$ cat config.mk
export PLATFORM = sky130hd
export DESIGN_NAME = ram_dp_be
export DESIGN_NICKNAME = d
export VERILOG_FILES = /design/src/rtl/ram_dp_be.sv
export SDC_FILE = /design/constraint.sdc
export NUM_CORES = 1
export LEC_CHECK = 0
export ABC_AREA = 0
export CORE_MARGIN = 3
export CORE_UTILIZATION = 45
export DETAILED_ROUTE_END_ITERATION = 12
export GPL_ROUTABILITY_DRIVEN = 0
export SYNTH_ARGS = -nofsm -noshare
export SYNTH_HDL_FRONTEND = slang
export SYNTH_SLANG_ARGS = --single-unit
$ cat constraint.sdc
create_clock -name clk_i -period 2.5 [get_ports clk_i]
set_input_delay 0.375 -clock clk_i [delete_from_list [all_inputs] [get_ports clk_i]]
set_output_delay 0.375 -clock clk_i [all_outputs]
set_load 0.005 [all_outputs]
$ cat src/rtl/ram_dp_be.sv
// ram_dp_be: simple-dual-port RAM with per-byte write enables, clear-on-reset sequencer,
// write-first bypass and range errors. Define RAM_PARITY_EN for per-lane even parity.
module ram_dp_be #(
   parameter int WORD_WIDTH = 32,
   parameter int BYTE_WIDTH = 8,
   parameter int ADDR_WIDTH = 4,
   parameter int DEPTH      = 16,
   parameter int RD_LATENCY = 1
) (
   input  logic                             clk_i,
   input  logic                             rst_i,
   output logic                             init_done_o,
   input  logic                             wr_i,
   input  logic [WORD_WIDTH/BYTE_WIDTH-1:0] wr_be_i,
   input  logic [ADDR_WIDTH-1:0]            wr_addr_i,
   input  logic [WORD_WIDTH-1:0]            wr_data_i,
   output logic                             ack_wr_o,
   output logic                             err_wr_o,
   input  logic                             rd_i,
   input  logic [ADDR_WIDTH-1:0]            rd_addr_i,
   output logic                             ack_rd_o,
   output logic [WORD_WIDTH-1:0]            rd_data_o,
`ifdef RAM_PARITY_EN
   output logic                             par_err_o,
   input  logic                             par_flip_i,
`endif
   output logic                             err_rd_o
);

   localparam int                    LANES   = WORD_WIDTH / BYTE_WIDTH;
   localparam logic [ADDR_WIDTH:0]   DEPTH_C = (ADDR_WIDTH+1)'(DEPTH);
   localparam logic [ADDR_WIDTH-1:0] LAST_C  = ADDR_WIDTH'(DEPTH - 1);

   generate
      if (WORD_WIDTH % BYTE_WIDTH != 0) begin : g_bad_width
         $error("ram_dp_be: WORD_WIDTH must be a multiple of BYTE_WIDTH");
      end
      if (DEPTH < 1 || DEPTH > (2 ** ADDR_WIDTH)) begin : g_bad_depth
         $error("ram_dp_be: DEPTH must be in 1..2**ADDR_WIDTH");
      end
      if (RD_LATENCY != 1 && RD_LATENCY != 2) begin : g_bad_lat
         $error("ram_dp_be: RD_LATENCY must be 1 or 2");
      end
   endgenerate

   function automatic logic [WORD_WIDTH-1:0] f_merge(input logic [WORD_WIDTH-1:0] old_w,
                                                     input logic [WORD_WIDTH-1:0] new_w,
                                                     input logic [LANES-1:0]      be);
      logic [WORD_WIDTH-1:0] w;
      w = old_w;
      for (int k = 0; k < LANES; k++) begin
         if (be[k]) w[k*BYTE_WIDTH +: BYTE_WIDTH] = new_w[k*BYTE_WIDTH +: BYTE_WIDTH];
      end
      return w;
   endfunction

   typedef enum logic {S_INIT, S_READY} state_t;

   state_t                  r_state;
   logic [ADDR_WIDTH-1:0]   r_clr_ptr;
   logic                    r_init_done;
   logic [WORD_WIDTH-1:0]   r_mem [DEPTH];
   logic                    r_ack_wr, r_err_wr;
   logic                    r_ack_rd, r_err_rd;
   logic [WORD_WIDTH-1:0]   r_rd_data;

   logic                    w_ready, w_wr_go, w_rd_go, w_wr_in, w_rd_in, w_byp;
   logic [WORD_WIDTH-1:0]   w_rd_word;

   // Requests only count once the clear sequence is over and reset is low.
   assign w_ready = (r_state == S_READY) && !rst_i;
   assign w_wr_go = w_ready && wr_i;
   assign w_rd_go = w_ready && rd_i;
   assign w_wr_in = {1'b0, wr_addr_i} < DEPTH_C;
   assign w_rd_in = {1'b0, rd_addr_i} < DEPTH_C;
   assign w_byp   = w_wr_go && w_wr_in && (wr_addr_i == rd_addr_i);

   always_ff @(posedge clk_i) begin
      if (rst_i) begin
         r_state     <= S_INIT;
         r_clr_ptr   <= '0;
         r_init_done <= 1'b0;
      end else if (r_state == S_INIT) begin
         r_clr_ptr <= r_clr_ptr + 1'b1;
         if (r_clr_ptr == LAST_C) begin
            r_state     <= S_READY;
            r_init_done <= 1'b1;
         end
      end
   end

   always_ff @(posedge clk_i) begin
      if (!rst_i && r_state == S_INIT) begin
         r_mem[r_clr_ptr] <= '0;
      end else if (w_wr_go && w_wr_in) begin
         r_mem[wr_addr_i] <= f_merge(r_mem[wr_addr_i], wr_data_i, wr_be_i);
      end
   end

   always_ff @(posedge clk_i) begin
      if (rst_i) begin
         r_ack_wr <= 1'b0;
         r_err_wr <= 1'b0;
      end else begin
         r_ack_wr <= w_wr_go;
         r_err_wr <= w_wr_go && !w_wr_in;
      end
   end

   // Write-first: a same-address write in this cycle overlays the stored word.
   always_comb begin
      w_rd_word = '0;
      if (w_rd_in) begin
         if (w_byp) w_rd_word = f_merge(r_mem[rd_addr_i], wr_data_i, wr_be_i);
         else       w_rd_word = r_mem[rd_addr_i];
      end
   end

`ifdef RAM_PARITY_EN
   function automatic logic [LANES-1:0] f_lane_par(input logic [WORD_WIDTH-1:0] w);
      logic [LANES-1:0] p;
      for (int k = 0; k < LANES; k++) p[k] = ^w[k*BYTE_WIDTH +: BYTE_WIDTH];
      return p;
   endfunction

   logic [LANES-1:0] r_par [DEPTH];
   logic             r_par_err;
   logic             w_par_bad;
   logic [LANES-1:0] w_par_new;

   assign w_par_new = f_lane_par(wr_data_i) ^ {LANES{par_flip_i}};

   always_ff @(posedge clk_i) begin
      if (!rst_i && r_state == S_INIT) begin
         r_par[r_clr_ptr] <= '0;
      end else if (w_wr_go && w_wr_in) begin
         r_par[wr_addr_i] <= (r_par[wr_addr_i] & ~wr_be_i) | (w_par_new & wr_be_i);
      end
   end

   always_comb begin
      w_par_bad = 1'b0;
      if (w_rd_in && !w_byp) w_par_bad = |(f_lane_par(r_mem[rd_addr_i]) ^ r_par[rd_addr_i]);
   end

   assign par_err_o = r_par_err;
`endif

   generate
      if (RD_LATENCY == 1) begin : g_lat1
         // p0: single registered output stage
         always_ff @(posedge clk_i) begin
            if (rst_i) begin
               r_ack_rd  <= 1'b0;
               r_err_rd  <= 1'b0;
               r_rd_data <= '0;
`ifdef RAM_PARITY_EN
               r_par_err <= 1'b0;
`endif
            end else begin
               r_ack_rd <= w_rd_go;
               r_err_rd <= w_rd_go && !w_rd_in;
`ifdef RAM_PARITY_EN
               r_par_err <= w_rd_go && w_par_bad;
`endif
               if (w_rd_go) r_rd_data <= w_rd_word;
            end
         end
      end else begin : g_lat2
         logic                  r_vld_p0, r_err_p0;
         logic [WORD_WIDTH-1:0] r_data_p0;
`ifdef RAM_PARITY_EN
         logic                  r_par_p0;
`endif
         // p0: sample the array
         always_ff @(posedge clk_i) begin
            if (rst_i) begin
               r_vld_p0 <= 1'b0;
               r_err_p0 <= 1'b0;
`ifdef RAM_PARITY_EN
               r_par_p0 <= 1'b0;
`endif
            end else begin
               r_vld_p0 <= w_rd_go;
               r_err_p0 <= !w_rd_in;
`ifdef RAM_PARITY_EN
               r_par_p0 <= w_par_bad;
`endif
            end
         end

         always_ff @(posedge clk_i) begin
            if (w_rd_go) r_data_p0 <= w_rd_word;
         end

         // p1: output register
         always_ff @(posedge clk_i) begin
            if (rst_i) begin
               r_ack_rd  <= 1'b0;
               r_err_rd  <= 1'b0;
               r_rd_data <= '0;
`ifdef RAM_PARITY_EN
               r_par_err <= 1'b0;
`endif
            end else begin
               r_ack_rd <= r_vld_p0;
               r_err_rd <= r_vld_p0 && r_err_p0;
`ifdef RAM_PARITY_EN
               r_par_err <= r_vld_p0 && r_par_p0;
`endif
               if (r_vld_p0) r_rd_data <= r_data_p0;
            end
         end
      end
   endgenerate

   assign init_done_o = r_init_done;
   assign ack_wr_o    = r_ack_wr;
   assign err_wr_o    = r_err_wr;
   assign ack_rd_o    = r_ack_rd;
   assign err_rd_o    = r_err_rd;
   assign rd_data_o   = r_rd_data;

endmodule

== Word level (Yosys, flattened, before mapping) ==
Memories as Yosys holds them, arrays and structs flattened.
Index checks and enable logic that the tools add are counted.
W data, S select, Z words.

* Input bits: 48
* Memory bits (writable): 512
* Memories: 1
* Word-level logic and storage cells: 54
* Output and inout bits: 37
* Register bits after elaboration: 40

* Muxes and demuxes: 27
* Reduce and logical (&&, ||, !) cells: 12
* Add/subtract/negate cells: 1
* Equality and inequality tests: 6
* Bitwise logic cells: 1

{| class="wikitable"
|+ Memory list
! memory !! words !! width !! read ports !! clocked after Yosys merged registers in !! wr ports !! RTL line !! source
|-
| r_mem || 16 || 32 || 1 || 0 || 1 || 62 || <nowiki>logic [WORD_WIDTH-1:0] r_mem [DEPTH];</nowiki>
|}

{| class="wikitable"
|+ Operators with widths
! kind !! number
|-
| $mux W8 || 16
|-
| $mux W32 || 2
|-
| $reduce_or A32 Y1 || 1
|-
| $ne A3 B3 Y1 const B || 4
|-
| $reduce_and A2 Y1 || 5
|-
| $mux W4 || 2
|-
| $mux W1 || 7
|-
| $logic_and A1 B1 Y1 || 5
|-
| $add A4 B1 Y4 const B || 1
|-
| $eq A4 B4 Y1 || 1
|-
| $eq A4 B4 Y1 const B || 1
|-
| $logic_not A1 Y1 || 1
|-
| $not A1 Y1 || 1
|}

== Longest topological paths before layout ==
Gate-level depths: netlist (run 1).

* Word-level depth: 9
* Gate-level depth with buffers: 8
* Mapped depth without buffers: 5

== Worst setup path before layout (run 1) ==
No wires, ideal clock.

* Path kind: in2reg
* Start: in wr_be_i[3]
* End: mem r_mem[1][16] (enable)
* Setup slack: 0.016 ns
* Setup time: 0.383 ns
* Arrival time: 2.100 ns
* Stages: 6
* Path buffers: 2
* Required time: 2.117 ns
* Path through: o41a_4 -> buf_6 -> nor3b_2 -> a31oi_2 -> buf_6 -> nor3_1

* Word-level cells in the longest chain between the ends: 4
* Elaborated cells on any way between the ends: 5
* Those cells by class: eq/ne (1); mux (2); reduce/logical (2)

{| class="wikitable"
|+ RTL lines
! item !! RTL line !! source
|-
| from (decl) || 14 || <nowiki>input logic [WORD_WIDTH/BYTE_WIDTH-1:0] wr_be_i,</nowiki>
|-
| $ne A3 B3 Y1 (no line) * || -- ||
|-
| $reduce_and A2 Y1 (no line) * || -- ||
|-
| $reduce_or A32 Y1 (no line) * || -- ||
|-
| $mux W4 (no line) || -- ||
|-
| to (decl) || 62 ||
|}

Every way passes the cells marked *; elsewhere a longest branch is shown, timed or not.

== Final worst setup path (run 1) ==
* Start: in wr_be_i[2]
* End: mem r_mem[1][12] (enable)

The elaborated chain is that of the path after synthesis.

==> results summary, run 1 <==
The hold buffer count at cts is 0. The depth of the most critical reg-to-reg path is 8. Setup slack on the critical path of the routed design comes to 0.137 ns. The net switching power figure came out at 0.00404 W. The sequential share of the synthesized area is between 70% and 80%. The share of post-route cells with drive strength above 1 is about 30%. The initial cell density of the core is about 46%. The total number of vias is about 12000. The remaining global-route overflow is 0. For the final routed database, the setup TNS stands at 0 ns. The number of warnings reported in the yosys synthesis log is 0.

The netlist uses 53 different library cells. The final core utilization is between 50% and 60%. The clock share of power came out at 43.8%.

The biggest cell delay along the critical path is ~0.59 ns. For this run, the detailed router's first-pass iteration total came to 5. The area growth from synthesis to layout is 23.4%. The clock-pin slew on the worst setup and hold paths came out at 0.06 ns. The CTS buffer count is between 50 and 60.

The internal cell power came out at 0.0157 W. Averaged over all synthesized cells, the footprint is ~20 um2. The normalized max-slew margin came out at 53.3%.

The number of remaining DRC errors came out at 0. In the synthesized netlist, the number of instances is about 1100. The combinational fraction of design power came out at ~5.1%.

The y dimension of the die is about 230 um. The power per unit of standard cell area is 732 nW/um2. The transition time at the pin with the least slew margin is around 0.7 ns. The summed instance area of the synthesized netlist is 21800 um2. The clock latency of the later-clocked register in the worst-skew pair is 0.60 ns. The clock skew after layout is roughly 0.020 ns. STA classifies the critical path endpoint as a flip-flop. The width of the die is about 230 um. The final-layout fill cell count came out at 3654. The number of antenna violations at the first check in global routing was 2. The area enclosed by the die boundary is between 50000 and 60000 um2. The number of logic stages on the critical path including buffering is 8. The initialized floorplan defines 80 standard-cell rows.

The worst setup timing slack at the placement stage is -0.578 ns. The prevailing post-synth register cell is sky130_fd_sc_hd__edfxtp_1. The clock sink total is 552. The number of nets with antenna violations after routing is 0. The hold violation count in the final report came to 0. The final critical-path share of the clock period is between 90 and 100%. The global-route total usage across every layer is a little over a fifth. The final number of max-transition violations is 0.

The most numerous cell type found on the critical path is sky130_fd_sc_hd__buf_4. After detailed routing, the average wire length per cell comes to around 26 um. The buffers inserted during post-CTS setup optimization came out at 0. Summed over all instances, the cell type with the most area after synthesis is sky130_fd_sc_hd__edfxtp_1.

The data arrival time of the worst path is approximately 2.7 ns. The maximum frequency from static timing analysis came out at 423 MHz. The first global-routing pass estimated between 70000 and 80000 um of wire. The proportion of synthesized flip-flops having asynchronous set or reset is 0%.

The max capacitance violation total is 0. The critical path data required time is 2.80 ns. The critical path is of the input pin to flip-flop type. The tree is rooted in a sky130_fd_sc_hd__clkbuf_16. Input and output buffers added on the ports amount to a little over 80. The placeable core region came out at between 40000 and 50000 um2. The largest fanout on the critical path came out at 8. Walking the worst path, the cells encountered are clkdlybuf4s50_1 > o41a_4 > buf_4 > nor3b_2 > a31oi_2 > buf_12 > nor3_1 > buf_4. The worst-case vdd ir drop is between 0.5 and 0.6 mV. In this run switching power makes up around a fifth of total power. The via count of the first global-routing pass is 11800. The placement-stage cell area came out at ~25000 um2. The clock period minus worst slack is about 2.4 ns. The tightest min-delay check is of the input pin to flip-flop type. For this design, the slowest cell found on the critical path is sky130_fd_sc_hd__o41a_4. The category of cells accounting for the largest share of critical-path delay is buffers and inverters. The share of power burned in registers is roughly half. The hold path depth came out at 3. Summing all non-filler instances in the final layout gives an area of between 20000 and 30000 um2. Summed over all nets, the half-perimeter wirelength after detailed placement is approximately 34000 um.

The diode insertion count for antenna repair is 0. Entering global routing, the biggest net connects 66 pins. In this run the static leakage power is about 9.6 nW.

At the end of the flow, the number of nets in the layout was 1402. The number of buffers and inverters on the critical path is 4. TritonCTS built the clock tree. The flow ran to the end, and the final reports show no timing, DRC or antenna violations. Summed over its instances, the top area cell type makes up a little over 70% of the synthesized netlist area. The routed wire length is roughly 52000 um. The number of setup violations in the final report came out at 0. The count of flip-flops with a built-in enable after synthesis is between 500 and 600. The post-cts repair resize count is 0. The clock tree synthesis step divided the H-tree into 2 levels.

The number of synthesized register bits is between 500 and 600. After synthesis, the cell types taking the most area are sky130_fd_sc_hd__edfxtp_1, sky130_fd_sc_hd__mux4_2, sky130_fd_sc_hd__dfxtp_1, sky130_fd_sc_hd__a22o_1, sky130_fd_sc_hd__and2_1. The clock tree buffer depth came out at 3. Setup repair after global routing left no endpoint under its margin.

The top-level port count is 85. The per-cell via count in the routed design is around 5.8. In the final layout, flip-flops and latches occupy around 16000 um2. The first routing iteration left roughly 1100 violations. STA classifies the critical path startpoint as an input pin. Summing all multi-input logic gate instances after layout gives 5230 um2.
==> stage by stage <==
step,power (W),instances,hold WS (ns)
after floorplan,0.0108,1111,0.460
after global placement,0.0113,1910,0.454
after detailed placement,0.0113,1910,0.458
after CTS,0.0199,2014,0.356
after global routing,0.0203,2014,0.400
final,0.0197,2014,0.383
==> cell usage after synthesis (all sizes together) (20+ instances only) <==
cell type / n
edfxtp: 512
and2: 33
nor3b: 29
dfxtp: 40
buf: 40
nor3: 38
nor2: 33
a22o: 40
a32oi: 20
o21ai: 26
clkbuf: 36
mux4: 120
==> flip-flops by register name, indices dropped and copies added, names as in the netlist <==
register	flops
ack_rd_o	1
r_state	1
init_done_o	1
rd_data_o	32
r_clr_ptr	4
r_mem	512
ack_wr_o	1
==> tightest hold or removal path, delay by kind of cell <==
kind / cells / cell delay [ns]
compound gates: 1 / 0.07
simple gates: 1 / 0.07
buf+inv: 1 / 0.42
==> cells by family (layout without fill, tap and decap cells) <==
logic type	count (synthesis)	after routing	synth area share (%)
xor gates and xnor gates	7	7	0.281
DFF	552	552	74.2
adders and majority gates	1	1	0.0574
other	1	2	0.0172
buffers and inverters	81	369	2.05
muxes	129	129	12.9
and+or+nand+nor	189	189	5.06
AOI/OAI and AO/OA	150	150	5.51
==> final timing paths <==
check	start	to	slack, ns
setup reg to reg	r_state	r_mem[11][9]	0.32
setup / recovery	wr_be_i[2]	r_mem[1][12]	0.14
hold reg to reg	rd_data_o[1]	rd_data_o[1]	0.47
hold / removal	wr_data_i[2]	rd_data_o[2]	0.38
==> placed cells by master (no fill, tap or decap), drive strengths merged, types with 9 or more instances in the layout <==
master	netlist	routed
nor2	33	33
bufinv	0	9
buf	40	180
clkdlybuf4s50	0	80
mux4	120	120
nor3b	29	29
o21ai	26	26
nor2b	11	11
nand2	18	18
dfxtp	40	40
edfxtp	512	512
a31oi	10	10
a21oi	9	9
nor3	38	38
a32oi	20	20
clkinv	0	22
and2	33	33
clkbuf	36	65
a22oi	16	16
a22o	40	40
==> final cells by class <==
class,count,area share (%)
Multi-Input combinational cell,478,19.4
Clock inverter,39,1.63
Timing Repair Buffer,260,10.5
Inverter,5,0.0697
Tap cell,615,2.86
Clock buffer,65,5.48
Sequential cell,552,60.1
==> metal layers <==
metal / global-route usage, % / up-vias / share of wire [%]
met5: 0 / - / 0.025
met4: 5.76 / 2 / 2.2
met3: 4.38 / 75 / 7.4
met2: 33.4 / 422 / 48
met1: 29.9 / 5992 / 43
li1: - / 5099 / -
==> power groups by stage <==
stage                     Combinational [W]  Clock, W  Sequential [W]
after CTS                           0.00101   0.00878          0.0101
after global placement             0.000993         0          0.0103
after global routing                0.00106   0.00917          0.0101
after detailed placement            0.00100         0          0.0103
final                              0.000996   0.00863          0.0101
after floorplan                    0.000545         0          0.0103
Note: power is estimated with default switching activity, not from simulation.
==> run 2, diff against run 1 <==
--- a/config.mk
+++ b/config.mk
@@ -6,10 +6,12 @@
 export NUM_CORES = 1
 export LEC_CHECK = 0
 export ABC_AREA = 0
+export CORE_ASPECT_RATIO = 1.2
 export CORE_MARGIN = 3
 export CORE_UTILIZATION = 45
 export DETAILED_ROUTE_END_ITERATION = 12
 export GPL_ROUTABILITY_DRIVEN = 0
+export PLACE_DENSITY = 0.63
 export SYNTH_ARGS = -nofsm -noshare
 export SYNTH_HDL_FRONTEND = slang
 export SYNTH_SLANG_ARGS = --single-unit
==> run 2 against run 1 <==
  * Power fell by 2.5%
  * Non-clock buffer count did not move
  * Critical endpoint is now r_mem[2][21]
  * Wire length fell by 1.5%
  * Setup slack got worse by 0.085 ns
  * Cell area fell by 0.64%
==> results summary, run 2 (same netlist as run 1, synthesis figures left out) <==
The run finished with clean final reports. The clock tree buffer depth came out at 3 (unchanged). The clock sink total is 552 (unchanged). The iteration-0 DRC count of the detailed router is 728 (-35%). Setup repair after global routing left no endpoint under its margin. The area enclosed by the die boundary was 51200 um2 (about the same). The critical path data required time is 2.78 ns (-0.02 ns). The buffers inserted during post-CTS setup optimization is 0 (unchanged).

The first-pass detailed-route iteration total is 5 (unchanged). The power per unit of standard cell area came to 719 nW/um2 (-1.8%). The class of the most critical hold timing path is input pin to flip-flop. The placed cell count is 1918 (+0.42%). Leaving out fill and tap cells, the most frequent cells in the layout are sky130_fd_sc_hd__edfxtp_1, sky130_fd_sc_hd__buf_4, sky130_fd_sc_hd__mux4_2. The worst setup path is captured at a flip-flop.

The number of nets with antenna violations after routing came out at 0 (unchanged). The static power due to leakage came out at 9.50 nW (-0.75%). The number of I/O port buffers was 82 (unchanged).

The worst setup path is launched from an input pin. The data arrival time of the worst path is 2.73 ns (+0.06 ns). The wire length of the first global-routing pass was 76800 um (-1.8%).

The CTS buffer count came out at 53 (-5.4%). The diode insertion count for antenna repair came out at 0 (unchanged). The final critical-path share of the clock period came out at 97.9% (+3.4 points). The share of post-route cells with drive strength above 1 is 29.6% (-0.49 points). The total number of vias is 11500 (-0.58%).

The cell at the root of the clock tree is sky130_fd_sc_hd__clkbuf_16. The number of remaining DRC errors is 0 (unchanged). The maximum frequency from static timing analysis came to 409 MHz (-3.5%). The TritonCTS clock tree is built. The sum of net half-perimeters after detailed placement came out at 34400 um (+1.3%). The area growth from synthesis to layout is 22.6%. The clock skew after layout was 0.0203 ns (-0.000170 ns). The number of nets in the layout is 1399 (-0.21%). The setup slack of the critical path after layout came out at 0.0526 ns (-0.0848 ns).

The largest fanout on the critical path came to 8 (unchanged). The transition time at the pin with the least slew margin came out at 1.09 ns (+0.392 ns). The hold violation count in the final report is 0 (unchanged). The standard-cell row count is 87 (+8.8%). The max capacitance violation total was 0 (unchanged). The clock period minus worst slack is 2.45 ns (+0.0848 ns). The routed wire length came out at 51600 um (-1.5%). The number of H-tree levels is 2 (unchanged). The final number of max-transition violations is 0 (unchanged).

The per-cell via count in the routed design came out at 5.71 (-0.78%). The clock latency of the later-clocked register in the worst-skew pair came out at 0.59 ns (about the same). The y dimension of the die came out at 247 um (+9.3%). The count of non-filler cells in the finished layout came to 2018 (+0.20%). The initial cell density of the core came out at 46.0% (+0.37 points). The library cell used most frequently in the layout, excluding fill and tap cells, is sky130_fd_sc_hd__edfxtp_1. The clock-pin slew on the worst setup and hold paths is 0.06 ns (about the same). The number of antenna violations at the first check in global routing is 0 (-2). The normalized max-slew margin was 26.9% (-26 points). The flip-flop count of the largest register after layout is 512 (unchanged). The placeable core region is 47500 um2 (-0.81%). The worst setup timing slack at the placement stage came out at -0.678 ns (-0.0994 ns). The width of the die came out at 207 um (-8.5%). The via count of the first global-routing pass was 12200 (+2.8%). The worst-case vdd ir drop came out at 0.478 mV (-16%). The critical path is of the input pin to flip-flop type. r_mem holds more flip-flops than any other register. The number of setup violations in the final report came out at 0 (unchanged). The average wire per standard cell came out at 25.6 um (-1.7%).

The remaining global-route overflow was 0 (unchanged). The final-layout fill cell count is 3654 (unchanged). The global-route total usage across every layer came out at 20.5% (-0.48 points). The hold buffer count at cts came out at 0 (unchanged). The top-level port count came out at 85 (unchanged). The largest net degree at the start of global routing is 48 (-27%).
-- run 2: final timing paths --
| kind | startpoint | slack [ns] | endpoint | depth (start not counted) |
|---|---|---|---|---|
| worst max-delay path | wr_be_i[2] | 0.05 | r_mem[2][21] | 9 |
| worst max register to register | r_state | 0.16 | r_mem[7][14] | 6 |
| worst min register to register | rd_data_o[11] | 0.47 | rd_data_o[11] | 2 |
| worst min-delay path | wr_data_i[2] | 0.38 | rd_data_o[2] | 3 |
-- run 2: metal layers --
layer  up-vias  track usage [%]  routed length (um)
li1       5093                -                   -
met2       332             35.4               26800
met4         0             8.83                2030
met3       107             2.99                2490
met1      5991             26.1               20300
met5         -                0                   0
-- run 2: area by class of cell --
class                           count  area, um2  area share, %
Tap cell                          623        779           2.91
Clock inverter                     22        248          0.926
Clock buffer                       78       1540           5.77
Inverter                            5       18.8         0.0702
Sequential cell                   552      16200           60.5
Timing Repair Buffer              260       2730           10.2
Multi-Input combinational cell    478       5250           19.6
-- run 2: power by group --
part	internal, W	switching [W]
combinational	0.000463	0.000529
clock	0.00480	0.00335
sequential	0.0101	0.0000298
-- run 2: critical path, cell delays in order --
cell,delay [ns]
sky130_fd_sc_hd__clkdlybuf4s50_1,0.39
sky130_fd_sc_hd__buf_4,0.18
sky130_fd_sc_hd__o41a_4,0.55
sky130_fd_sc_hd__buf_4,0.20
sky130_fd_sc_hd__nor3b_1,0.24
sky130_fd_sc_hd__a31oi_2,0.12
sky130_fd_sc_hd__buf_4,0.22
sky130_fd_sc_hd__nor3_1,0.21
sky130_fd_sc_hd__buf_4,0.23
-- run 2: what timing repair did --
item | CTS | global route
gates resized for setup | 1 | 4
endpoints found under the hold margin | 0 | 0
endpoints found under the setup margin | 128 | 49
-- run 2: through the flow --
stage	setup TNS (ns)	hold WS (ns)	instance area, um2	utilization (%)	total power, W
CTS	0	0.333	26700	56.3	0.0194
global placement	-272.00	0.459	24900	52.5	0.0113
floorplan	0	0.460	21800	-	0.0108
finish	0	0.375	26700	56.4	0.0192
global route	0	0.393	26700	56.4	0.0198
detailed placement	-279.67	0.459	24900	52.5	0.0113
